<file path="src/rtl/fp_pkg.sv">
// Shared single-precision field definitions, constants and flag positions
// used by the adder wrapper stage and its result buffer.
package fp_pkg;

  localparam int EXP_W = 8;
  localparam int MAN_W = 23;

  localparam logic [31:0]      QNAN    = 32'h7FC00000;
  localparam logic [EXP_W-1:0] INF_EXP = 8'hFF;

  localparam int FLG_INV  = 0;
  localparam int FLG_OVF  = 1;
  localparam int FLG_ZERO = 2;

  typedef struct packed {
    logic             sign;
    logic [EXP_W-1:0] exp;
    logic [MAN_W-1:0] man;
  } fp_fields_t;

  function automatic fp_fields_t unpackFp(input logic [31:0] x);
    fp_fields_t f;
    f = x;
    return f;
  endfunction

endpackage

</file>
<file path="src/rtl/fadd_rfifo.sv">
// Synchronous result FIFO with occupancy count; a push into a full FIFO is
// accepted only when a pop happens in the same cycle.
module fadd_rfifo #(
  parameter int DEPTH = 2,
  parameter int WIDTH = 35
) (
  input  logic             clk,
  input  logic             rst,
  input  logic             i_push,
  input  logic [WIDTH-1:0] i_data,
  input  logic             i_pop,
  output logic [WIDTH-1:0] o_data,
  output logic             o_full,
  output logic             o_empty
);

  localparam int PW = (DEPTH > 1) ? $clog2(DEPTH) : 1;
  localparam int CW = $clog2(DEPTH + 1);

  logic [WIDTH-1:0] r_mem [DEPTH];
  logic [PW-1:0]    r_wrPtr;
  logic [PW-1:0]    r_rdPtr;
  logic [CW-1:0]    r_count;
  logic             w_doPush;
  logic             w_doPop;

  function automatic logic [PW-1:0] nextPtr(input logic [PW-1:0] p);
    return (p == PW'(DEPTH - 1)) ? '0 : p + 1'b1;
  endfunction

  assign o_empty  = (r_count == '0);
  assign o_full   = (r_count == CW'(DEPTH));
  assign w_doPop  = i_pop & !o_empty;
  assign w_doPush = i_push & (!o_full | w_doPop);
  assign o_data   = r_mem[r_rdPtr];

  always_ff @(posedge clk or posedge rst) begin
    if (rst) begin
      for (int i = 0; i < DEPTH; i++) r_mem[i] <= '0;
      r_wrPtr <= '0;
      r_rdPtr <= '0;
      r_count <= '0;
    end else begin
      if (w_doPush) begin
        r_mem[r_wrPtr] <= i_data;
        r_wrPtr        <= nextPtr(r_wrPtr);
      end
      if (w_doPop) r_rdPtr <= nextPtr(r_rdPtr);
      // Simultaneous push and pop leaves the occupancy unchanged.
      if (w_doPush && !w_doPop)      r_count <= r_count + 1'b1;
      else if (w_doPop && !w_doPush) r_count <= r_count - 1'b1;
    end
  end

endmodule

</file>
<file path="src/rtl/fadd_stage.sv">
// Operand/result pipeline stage around the external combinational adder:
// registers operands, patches IEEE special cases, buffers packed results.
module fadd_stage
  import fp_pkg::*;
#(
  parameter int DEPTH = 2
) (
  input  logic              clk,
  input  logic              rst,
  input  logic              in_valid,
  output logic              in_ready,
  input  logic [31:0]       in_a,
  input  logic [31:0]       in_b,
  input  logic              in_op,
  output logic              fa_as,
  output logic              fa_bs,
  output logic [EXP_W-1:0]  fa_ae,
  output logic [EXP_W-1:0]  fa_be,
  output logic [MAN_W-1:0]  fa_a,
  output logic [MAN_W-1:0]  fa_b,
  input  logic              fa_rs,
  input  logic [EXP_W-1:0]  fa_re,
  input  logic [MAN_W-1:0]  fa_r,
  output logic              out_valid,
  input  logic              out_ready,
  output logic [31:0]       out_r,
  output logic [2:0]        out_flags
);

  fp_fields_t       r_a;
  fp_fields_t       r_b;
  logic             r_s1Valid;

  logic             w_full;
  logic             w_empty;
  logic             w_pop;
  logic             w_advance;
  logic             w_load;
  logic [31:0]      w_res;
  logic [2:0]       w_flags;
  logic [34:0]      w_head;
  logic             w_aNan, w_bNan, w_aInf, w_bInf, w_aZero, w_bZero;
  logic [EXP_W-1:0] w_maxExp;

  assign w_pop     = !w_empty & out_ready;
  assign w_advance = r_s1Valid & (!w_full | w_pop);
  assign in_ready  = !r_s1Valid | w_advance;
  assign w_load    = in_valid & in_ready;

  // B's sign is flipped at capture so everything downstream sees an addition.
  always_ff @(posedge clk or posedge rst) begin
    if (rst) begin
      r_a       <= '0;
      r_b       <= '0;
      r_s1Valid <= 1'b0;
    end else if (w_load) begin
      r_a       <= unpackFp(in_a);
      r_b       <= unpackFp({in_b[31] ^ in_op, in_b[30:0]});
      r_s1Valid <= 1'b1;
    end else if (w_advance) begin
      r_s1Valid <= 1'b0;
    end
  end

  assign fa_as = r_a.sign;
  assign fa_bs = r_b.sign;
  assign fa_ae = r_a.exp;
  assign fa_be = r_b.exp;
  assign fa_a  = r_a.man;
  assign fa_b  = r_b.man;

  assign w_aNan   = (r_a.exp == INF_EXP) && (r_a.man != '0);
  assign w_bNan   = (r_b.exp == INF_EXP) && (r_b.man != '0);
  assign w_aInf   = (r_a.exp == INF_EXP) && (r_a.man == '0);
  assign w_bInf   = (r_b.exp == INF_EXP) && (r_b.man == '0);
  assign w_aZero  = (r_a.exp == '0);
  assign w_bZero  = (r_b.exp == '0);
  assign w_maxExp = (r_a.exp > r_b.exp) ? r_a.exp : r_b.exp;

  // Denormals count as zero; an exponent above both inputs on a true
  // subtraction means the adder's normalizer wrapped on a zero result.
  always_comb begin
    w_res   = {fa_rs, fa_re, fa_r};
    w_flags = '0;
    if (w_aNan || w_bNan) begin
      w_res            = QNAN;
      w_flags[FLG_INV] = 1'b1;
    end else if (w_aInf && w_bInf && (r_a.sign != r_b.sign)) begin
      w_res            = QNAN;
      w_flags[FLG_INV] = 1'b1;
    end else if (w_aInf) begin
      w_res = {r_a.sign, INF_EXP, {MAN_W{1'b0}}};
    end else if (w_bInf) begin
      w_res = {r_b.sign, INF_EXP, {MAN_W{1'b0}}};
    end else if (w_aZero && w_bZero) begin
      w_res             = {r_a.sign & r_b.sign, 31'd0};
      w_flags[FLG_ZERO] = 1'b1;
    end else if (w_aZero) begin
      w_res = r_b;
    end else if (w_bZero) begin
      w_res = r_a;
    end else if ((r_a.exp == r_b.exp) && (r_a.man == r_b.man) && (r_a.sign != r_b.sign)) begin
      w_res             = 32'd0;
      w_flags[FLG_ZERO] = 1'b1;
    end else if (fa_re == INF_EXP) begin
      w_res            = {fa_rs, 31'h7F800000};
      w_flags[FLG_OVF] = 1'b1;
    end else if ((r_a.sign != r_b.sign) && (fa_re > w_maxExp)) begin
      w_res             = 32'd0;
      w_flags[FLG_ZERO] = 1'b1;
    end
  end

  fadd_rfifo #(
    .DEPTH (DEPTH),
    .WIDTH (35)
  ) u_rfifo (
    .clk     (clk),
    .rst     (rst),
    .i_push  (w_advance),
    .i_data  ({w_res, w_flags}),
    .i_pop   (w_pop),
    .o_data  (w_head),
    .o_full  (w_full),
    .o_empty (w_empty)
  );

  assign out_valid          = !w_empty;
  assign {out_r, out_flags} = w_head;

endmodule

</file>
<file path="config.mk">
export PLATFORM = sky130hd
export DESIGN_NAME = fadd_stage
export DESIGN_NICKNAME = d
export VERILOG_FILES = /design/src/rtl/fp_pkg.sv /design/src/rtl/fadd_rfifo.sv /design/src/rtl/fadd_stage.sv
export SDC_FILE = /design/constraint.sdc
export NUM_CORES = 1
export LEC_CHECK = 0
export CAP_MARGIN = 20
export CORE_MARGIN = 10
export CORE_UTILIZATION = 25
export CTS_BUF_LIST = sky130_fd_sc_hd__clkbuf_8
export DETAILED_ROUTE_END_ITERATION = 8
export PLACE_DENSITY = 0.56
export REMOVE_ABC_BUFFERS = 1
export SETUP_SLACK_MARGIN = 0.4
export SYNTH_ARGS = -nofsm -noshare
export SYNTH_HDL_FRONTEND = slang
export SYNTH_SLANG_ARGS = --single-unit
</file>
<file path="constraint.sdc">
create_clock -name clk -period 6.2 [get_ports clk]
set_input_delay 1.24 -clock clk [delete_from_list [all_inputs] [get_ports clk]]
set_output_delay 1.24 -clock clk [all_outputs]
set_load 0.02 [all_outputs]
</file>
# After elaboration in Yosys (flattened, before gate mapping)
# Cells that the tools add are included.
# word_totals
elab_cells,106
register_bits,139
input_bits,101
output_inout_bits,101
# classes
n_lt_le_gt_ge,5
n_eq_ne,7
n_bitwise,12
muxes,38
add_sub_neg,4
reduce_logical,28
# ops
operator,count
$mux W32,10
$mux W35,4
$bwmux W70,1
$logic_not A23 Y1,2
$reduce_bool A23 Y1,2
$demux W35 S1,1
$eq A8 B8 Y1 const B,3
$eq A23 B23 Y1,1
$gt A8 B8 Y1,2
$logic_not A8 Y1,2
$mux W2,8
$logic_and A1 B1 Y1,13
$mux W1,13
$eq A8 B8 Y1,1
$mux W8,1
$and A1 B1 Y1,6
$logic_not A1 Y1,5
$ge A2 B2 Y1 const B,2
$not A1 Y2,2
$reduce_bool A2 Y1,2
$or A1 B1 Y1,3
$add A1 B1 Y1 const B,2
$add A2 B1 Y2 const B,1
$eq A2 B2 Y1 const B,1
other kinds (6),6

# Longest topological paths before layout
# Gate-level depths: netlist of the first run.
# logic_depth
depth_word,15
depth_mapped,19
ltp_nobuf,17

# Modules after synthesis
# A second synthesis of the first run with hierarchy kept.
# unflattened
hier_cells,625
hier_area_um2,7380.8
# by_module_without_submodules
mod,area_per_inst_um2,seq_area_each_um2,cells_each,n_inst
fadd_stage,4136.5,1626.6,420,1
fadd_rfifo,3244.4,1851.8,205,1

# Least setup slack after synthesis of the first run
# No wires, ideal clock.
# synth_timing
path_kind,register to register
start,"register r_b, in the netlist fa_be[1]"
end,register u_rfifo.r_mem[38] (netlist bit)
arrival_ps,3852
period_less_slack_ps,3977
path_slack_ps,2223
n_path_buf,2
setup_time_ps,125
path_stages_with_launch,20
cell_sequence,dfrtp_1 inv_1 ha_1 nor2b_1 o21a_1 o21a_1 o211ai_1 a21boi_0 o31a_1 buf_2 mux2_2 ha_1 nand4_1 or3b_2 a21oi_1 nor3_1 clkbuf_1 nand3_1 a21oi_1 mux2_2
# synth_between
elab_chain_len,15
elab_cells_between_ends,26
classes_between,order compare: 2; eq/ne: 2; mux: 12; reduce/logical: 10
# synth_lines
element,line,source
from (decl),fadd_stage.sv:31,fp_fields_t r_b;
from (signal assigned),fadd_stage.sv:58,"r_b <= unpackFp({in_b[31] ^ in_op, in_b[30:0]});"
$gt A8 B8 Y1,fadd_stage.sv:78,assign w_maxExp = (r_a.exp > r_b.exp) ? r_a.exp : r_b.exp;
$mux W8,fadd_stage.sv:78,
$gt A8 B8 Y1,fadd_stage.sv:108,end else if ((r_a.sign != r_b.sign) && (fa_re > w_maxExp)) begin
$logic_and A1 B1 Y1,fadd_stage.sv:108,
$mux W32,fadd_stage.sv:108,
$mux W32,fadd_stage.sv:105,end else if (fa_re == INF_EXP) begin
$mux W32,fadd_stage.sv:102,end else if ((r_a.exp == r_b.exp) && (r_a.man == r_b.man) && (r_a.sign != r_b.sign)) begin
$mux W32,fadd_stage.sv:100,end else if (w_bZero) begin
$mux W32,fadd_stage.sv:98,end else if (w_aZero) begin
$mux W32,fadd_stage.sv:95,end else if (w_aZero && w_bZero) begin
$mux W32,fadd_stage.sv:93,end else if (w_bInf) begin
$mux W32,fadd_stage.sv:91,end else if (w_aInf) begin
$mux W32,fadd_stage.sv:88,end else if (w_aInf && w_bInf && (r_a.sign != r_b.sign)) begin
$mux W32 (*),fadd_stage.sv:85,if (w_aNan || w_bNan) begin
$bwmux W70 (*),fadd_rfifo.sv:45,r_mem[r_wrPtr] <= i_data;
"to (signal, indexed assignment)",fadd_rfifo.sv:45,
to (decl),fadd_rfifo.sv:20,logic [WIDTH-1:0] r_mem [DEPTH];
# Every way passes the cells marked *; elsewhere a longest branch is shown, timed or not.
# A chain may end at the register's enable or synchronous reset.

# Worst setup path after layout of the first run
# layout_timing
start,"register r_b, in the netlist fa_be[1]"
end,register u_rfifo.r_mem[60] (netlist bit)
# Same word-level chain as after synthesis.

==> run_results.csv, run 1 <==
group,metric,value,unit
global_route,grt_pass1_vias,6006,
placement,gp_congestion,0.809,
final_layout,postLayoutCellArea,10200,µm²
worst_setup_path,cp_cell_sequence,"inv_1 > ha_1 > nor2b_1 > o21a_1 > o21a_1 > o211ai_1 > a21boi_0 > o31a_1 > mux2_2 > ha_1 > nand4_1 > or3b_2 > a21oi_1 > nor3_2 > buf_4 > a31oi_1 > o41ai_1 > mux2_2",
drt,drt-total-wl,25200,µm
drt,highest_layer,"met5",
synth,yosysSeqAreaShare,47.8,%
floorplan,std_cell_rows,62,
pwr,ir_drop,0.000128,V
synth,post-synth-top-area-cell,"dfrtp_1",
placement,pre_cts_ws,1.96,ns
floorplan,start_util,25.4,%
final_layout,fillCellCount,2899,
synth,yosys_warnings,0,
sta,rsz0062_at_grt,"false",
sta,period_minus_slack,4.28,ns
sta,fmax,234,MHz
worst_setup_path,startpoint_type,"flip-flop",
floorplan,dieArea,36300,µm²
floorplan,fp.coreArea,28700,µm²
clock_network,cts_hold_buffers,0,
clock_network,post_cts_buffers,0,
pwr,p_seq_share,35.1,%
global_route,antenna_found_initial,1,
placement,place_hpwl,18900,µm
sta,setup_ws,1.92,ns
global_route,grt_max_degree,66,
synth,synthArstFlopShare,100,%
clock_network,cts_root_buffer,"clkbuf_8",
sta,fin_setup_tns,0,ns
drt,routed-wl-met3,1640,µm
sta,worst_pin_slew,0.983,ns
worst_setup_path,crit_type,"flip-flop to flip-flop",
worst_setup_path,worst-path-buf-inv,2,
pwr,combPwrFrac,46.6,%
drt,viasPerCell,4.69,
clock_network,htreeDepth,4,
floorplan,die_y,191,µm
global_route,grt_use_total,13.8,%
sta,slew_viol_final,0,
drt,wl_met2,12000,µm
final_layout,nets,958,
drt,drt_iter0_drc,339,
clock_network,path_clk_slew,0.08,ns
final_layout,drive_gt1_share,24.3,%
clock_network,cts_buffers,17,
synth,synth_top_cell_area_share,47.8,%
worst_setup_path,cp_data_required_time,6.54,ns
flow_run,drv_cap,0,
clock_network,cts_tree,"done",
sta,max_slew_margin,34.4,%
worst_setup_path,worst_ep_arrival_time,4.62,ns
pwr,p_leak,0.00406,µW
drt,drt_pre_antenna_iters,4,
pwr,p_sw_share,38.8,%
final_layout,final_util,35.4,%
clock_network,clk_path_buf_depth,2,
worst_setup_path,worst_path_max_delay_cell,"dfrtp_1",
global_route,grt_first_pass_wirelength,38200,µm
sta,setup_viol,0,
drt,num_vias,5800,
drt,drc_errors,0,
worst_hold_path,hold_class,"flip-flop to flip-flop",
placement,place_area,9720,µm²
floorplan,die_w,191,µm
clock_network,cts.sinks,139,
drt,wl_per_cell,20.4,µm
worst_setup_path,crit_path_end_kind,"flip-flop",
drt,ant_nets,0,
sta,min_period_over_period,69.0,%
synth,synth_cells,648,
worst_setup_path,slowest_delay,0.45,ns
synth,synth_area_per_cell,11.2,µm²
pwr,intPower,2650,µW
worst_setup_path,cp_max_fo,23,
final_layout,areaGrowthSynthToFinish,39.5,%
pwr,clkPwrFrac,18.3,%
pwr,p_sw,1680,µW
clock_network,post_cts_resized,0,
synth,synth.distinct_cells,41,
outcome,status,"finished, final reports clean",
drt,wl_met1,11300,µm
synth,synth_seq_cells,139,
pwr,cellPowerDensity,427,nW/µm²
synth,synth_enable_flop_cells,0,
worst_setup_path,crit_family,"compound AO/OA/AOI/OAI gates",
synth,syn_area,7280,µm²
synth,synth_area_leaders,"dfrtp_1, mux2_2, a21oi_1",
global_route,gr-total-overflow,0,
floorplan,io_pins,202,
clock_network,clock_latency,0.47,ns
placement,io_buffers,201,
sta,skew,0.0221,ns
sta,hold_viol,0,
synth,synth_ff_type,"dfrtp_1",
## routing by layer
| layer | vias to the layer above | global-route usage, % |
|---|---|---|
| met5 | - | 0 |
| met4 | 2 | 3.27 |
| met3 | 17 | 4.63 |
| met2 | 143 | 22.0 |
| met1 | 2889 | 17.6 |
| li1 | 2749 | - |
## layout by cell type, fill, tap and decap left out, types with 8 or more instances in the layout
master and count:
inv_1 10, o21ai_0 41, xnor2_1 27, buf_4 8, dfrtp_1 138, nand3_1 23, nand2_1 23, ha_1 18
mux2_2 151, nor2_1 12, nand4_1 17, clkbuf_8 17, nor4_1 15, a21oi_1 76, clkdlybuf4s50_1 201
## through the flow
stage	instances	hold WS (ns)	total power, µW
after floorplan	610	0.444	2660
after global placement	1203	0.457	3560
after detailed placement	1203	0.464	3580
after CTS	1235	0.484	4400
after global routing	1236	0.519	4610
final	1237	0.480	4330
## worst reg2reg max path, stage by stage, from the launching register on
cell      delay (ns)
dfrtp_1         0.45
inv_1           0.09
ha_1            0.29
nor2b_1         0.13
o21a_1          0.16
o21a_1          0.16
o211ai_1        0.15
a21boi_0        0.10
o31a_1          0.41
mux2_2          0.34
ha_1            0.27
nand4_1         0.10
or3b_2          0.45
a21oi_1         0.21
nor3_2          0.07
buf_4           0.23
a31oi_1         0.19
o41ai_1         0.10
mux2_2          0.28
## area by class of cell
class                      count  area, µm²  share of cell area, %
multi-input combinational    459       3630                   35.8
sequential                   139       3480                   34.3
timing repair buffer         210       2100                   20.7
tap                          384        480                   4.73
clock buffer                  17        234                   2.30
clock inverter                15        178                   1.75
inverter                      12       50.0                  0.493
antenna                        1       2.50                 0.0246
## state kept, by name (all words and copies together), names as in the netlist, 2 cells and up
| name | flops |
|---|---|
| fa_b | 23 |
| fa_ae | 8 |
| u_rfifo.r_count | 2 |
| fa_a | 23 |
| u_rfifo.r_mem | 70 |
| fa_be | 8 |
## worst paths after layout
| check | depth (start not counted) | from | to | slack [ns] |
|---|---|---|---|---|
| min in group asynchronous | 2 | rst | fa_be[2] | 1.18 |
| worst max-delay path | 18 | fa_be[1] | u_rfifo.r_mem[60] | 1.92 |
| worst max register to register | 18 | fa_be[1] | u_rfifo.r_mem[60] | 1.92 |
| worst min register to register | 2 | u_rfifo.r_mem[27] | u_rfifo.r_mem[27] | 0.48 |
| worst min-delay path | 2 | u_rfifo.r_mem[27] | u_rfifo.r_mem[27] | 0.48 |
| max in group asynchronous | 3 | rst | u_rfifo.r_rdPtr | 4.01 |
## Yosys cell counts, types with 3 or more instances
master / number
a21oi_1: 78
buf_2: 7
clkbuf_1: 31
dfrtp_1: 139
ha_1: 18
inv_1: 11
mux2_2: 151
mux2i_1: 7
nand2_1: 25
nand3_1: 23
nand4_1: 17
nor2_1: 13
nor3_1: 6
nor4_1: 15
o21a_1: 4
o21ai_0: 41
or2_2: 3
xnor2_1: 27
## power groups by stage
stage,Clock (µW),Combinational [µW],Sequential (µW)
4_1_cts,824,2050,1530
3_3_place_gp,0,2030,1530
3_5_place_dp,0,2040,1550
6_report,793,2020,1520
2_1_floorplan,0,1140,1520
5_1_grt,859,2180,1570
## cell families (layout without fill, tap and decap cells)
| family | count (synthesis) | after routing | share of synthesized area, % |
|---|---|---|---|
| buf+inv | 50 | 254 | 2.70 |
| simple gates | 114 | 114 | 8.20 |
| compound gates | 140 | 140 | 10.4 |
| xor+xnor | 29 | 29 | 3.49 |
| flops | 139 | 139 | 47.8 |
| other cells | 0 | 1 | 0 |
| mux | 158 | 158 | 24.3 |
| fa+ha+maj | 18 | 18 | 3.09 |
No activity file was read; power rests on OpenSTA's default activity.
==> run 2, diff against run 1 <==
PLACE_DENSITY = 0.58   (was 0.56)
clock period = 3.68 ns   (was 6.2 ns; I/O delays follow)
==> run 2 against run 1 <==
The flow now finishes with violations (negative setup slack); sequential power grew 62%; design area grew 6.0%; die area is the same; sequential share of layout area shrank 1.9 points; maximum frequency grew 9.1%; register-to-register slack lost 2.2 ns; flip-flop and latch count is the same; worst hold slack gained 0.00086 ns; critical endpoint is now u_rfifo.r_mem[25]; setup slack lost 2.2 ns.
==> run_results.csv, run 2 (synthesis gave the netlist of run 1 again) <==
group,metric,value,unit
worst_setup_path,startpoint_type,"flip-flop",
clock_network,cts_root_buffer,"clkbuf_8",
drt,wl_met1,11400,µm
sta,setup_viol,66,
drt,drc_errors,0,
final_layout,nets,991,
sta,skew,0.0183,ns
sta,rsz0062_at_grt,"true",
drt,ant_nets,0,
global_route,grt_max_degree,58,
placement,pre_cts_ws,-0.338,ns
sta,worst_pin_slew,1.13,ns
flow_run,drv_cap,0,
clock_network,path_clk_slew,0.09,ns
global_route,grt_pass1_vias,6572,
drt,wl_met2,12800,µm
final_layout,largest_reg_flops,70,
final_layout,final_util,37.5,%
placement,dp_cells,1234,
placement,place_hpwl,20000,µm
clock_network,cts_hold_buffers,0,
sta,slew_viol_final,0,
floorplan,die_w,191,µm
global_route,gr-total-overflow,0,
clock_network,cts_buffers,17,
floorplan,fp.coreArea,28700,µm²
drt,routed-wl-met3,1550,µm
global_route,grt_first_pass_wirelength,40300,µm
final_layout,drive_gt1_share,33.4,%
sta,min_period_over_period,107,%
pwr,ir_drop,0.000263,V
drt,drt_pre_antenna_iters,5,
outcome,violations,"negative setup slack",
sta,hold_viol,0,
worst_setup_path,worst_ep_arrival_time,4.27,ns
pwr,cellPowerDensity,709,nW/µm²
clock_network,clk_path_buf_depth,2,
worst_setup_path,crit_path_end_kind,"flip-flop",
clock_network,cts_tree,"done",
final_layout,layout_common_cells,"clkdlybuf4s50_1, mux2_2, dfrtp_1",
sta,setup_ws,-0.241,ns
floorplan,start_util,25.4,%
floorplan,std_cell_rows,62,
sta,max_slew_margin,24.8,%
outcome,status,"finished, violations left",
drt,drt-total-wl,26300,µm
drt,highest_layer,"met5",
final_layout,regMostFlops,"u_rfifo.r_mem",
final_layout,final_cells,1270,
sta,period_minus_slack,3.92,ns
clock_network,htreeDepth,4,
drt,wl_per_cell,20.7,µm
sta,fin_setup_tns,-8.94,ns
worst_setup_path,crit_type,"flip-flop to flip-flop",
global_route,antenna_found_initial,3,
clock_network,cts.sinks,139,
floorplan,io_pins,202,
floorplan,die_y,191,µm
pwr,p_leak,0.00435,µW
global_route,grt_use_total,14.4,%
drt,num_vias,6026,
floorplan,dieArea,36300,µm²
drt,viasPerCell,4.74,
worst_setup_path,cp_data_required_time,4.02,ns
final_layout,areaGrowthSynthToFinish,47.9,%
placement,io_buffers,201,
sta,fmax,255,MHz
worst_hold_path,hold_class,"flip-flop to flip-flop",
drt,drt_iter0_drc,254,
clock_network,clock_latency,0.46,ns
placement,gp_congestion,0.834,
pwr,total_power,7640,µW
final_layout,mostFrequentLayoutCell,"clkdlybuf4s50_1",
worst_setup_path,cp_max_fo,7,
[run 2: cell type report]
class                   instances  area [µm²]
well taps                     384         480
diodes                          1        2.50
clock buffers                  21         289
repair buffers                243        2380
inverters                      12        50.0
multi-input cells             459        3960
fillers                      2841       17900
clock inverters                11         118
flip-flops and latches        139        3480
[run 2: worst paths after layout]
path,cells past startpoint,startpoint,slack (ns),end
max reg2reg,18,fa_ae[1],-0.24,u_rfifo.r_mem[25]
max in group asynchronous,3,rst,2.22,fa_a[9]
min,2,u_rfifo.r_mem[0],0.48,u_rfifo.r_mem[0]
min reg2reg,2,u_rfifo.r_mem[0],0.48,u_rfifo.r_mem[0]
max,18,fa_ae[1],-0.24,u_rfifo.r_mem[25]
min in group asynchronous,2,rst,0.69,u_rfifo.r_mem[44]
[run 2: per-layer routing]
layer,global-route usage [%],vias to the layer above
met3,4.72,29
met4,4.91,2
met2,23.6,157
li1,-,2823
met1,17.3,3015
met5,0,-
[run 2: timing repair]
| action | in CTS | in global routing |
|---|---|---|
| pin swaps | 11 | 9 |
| buffers inserted | 1 | 2 |
| resized for setup | 53 | 23 |
| setup endpoints to repair | 66 | 66 |
[run 2: power breakdown]
group          leakage (µW)  total [µW]  internal (µW)  switching, µW
logic               0.00247        3860           2040           1820
registers           0.00166        2470           2040            434
clock network      0.000213        1300            672            630
total               0.00435        7640           4750           2890
[run 2: critical path, cell delays in order, from the launching register on]
cell and delay [ns]:
dfrtp_1 0.42, ha_4 0.25, nor2b_4 0.12, o21a_1 0.17
o21a_1 0.17, o211ai_1 0.19, a21boi_1 0.09, o31a_1 0.29
buf_12 0.16, mux2i_2 0.15, ha_1 0.30, nand4_1 0.12
or3b_4 0.42, a21oi_4 0.17, nor3_4 0.07, a31oi_1 0.21
o41ai_2 0.08, buf_4 0.15, mux2_4 0.26
[run 2: metrics by stage]
stage	instance area (µm²)	hold WS [ns]
after floorplan	7130	0.444
after global placement	10000	0.458
after detailed placement	10000	0.467
after CTS	10600	0.486
after global routing	10800	0.499
final	10800	0.480
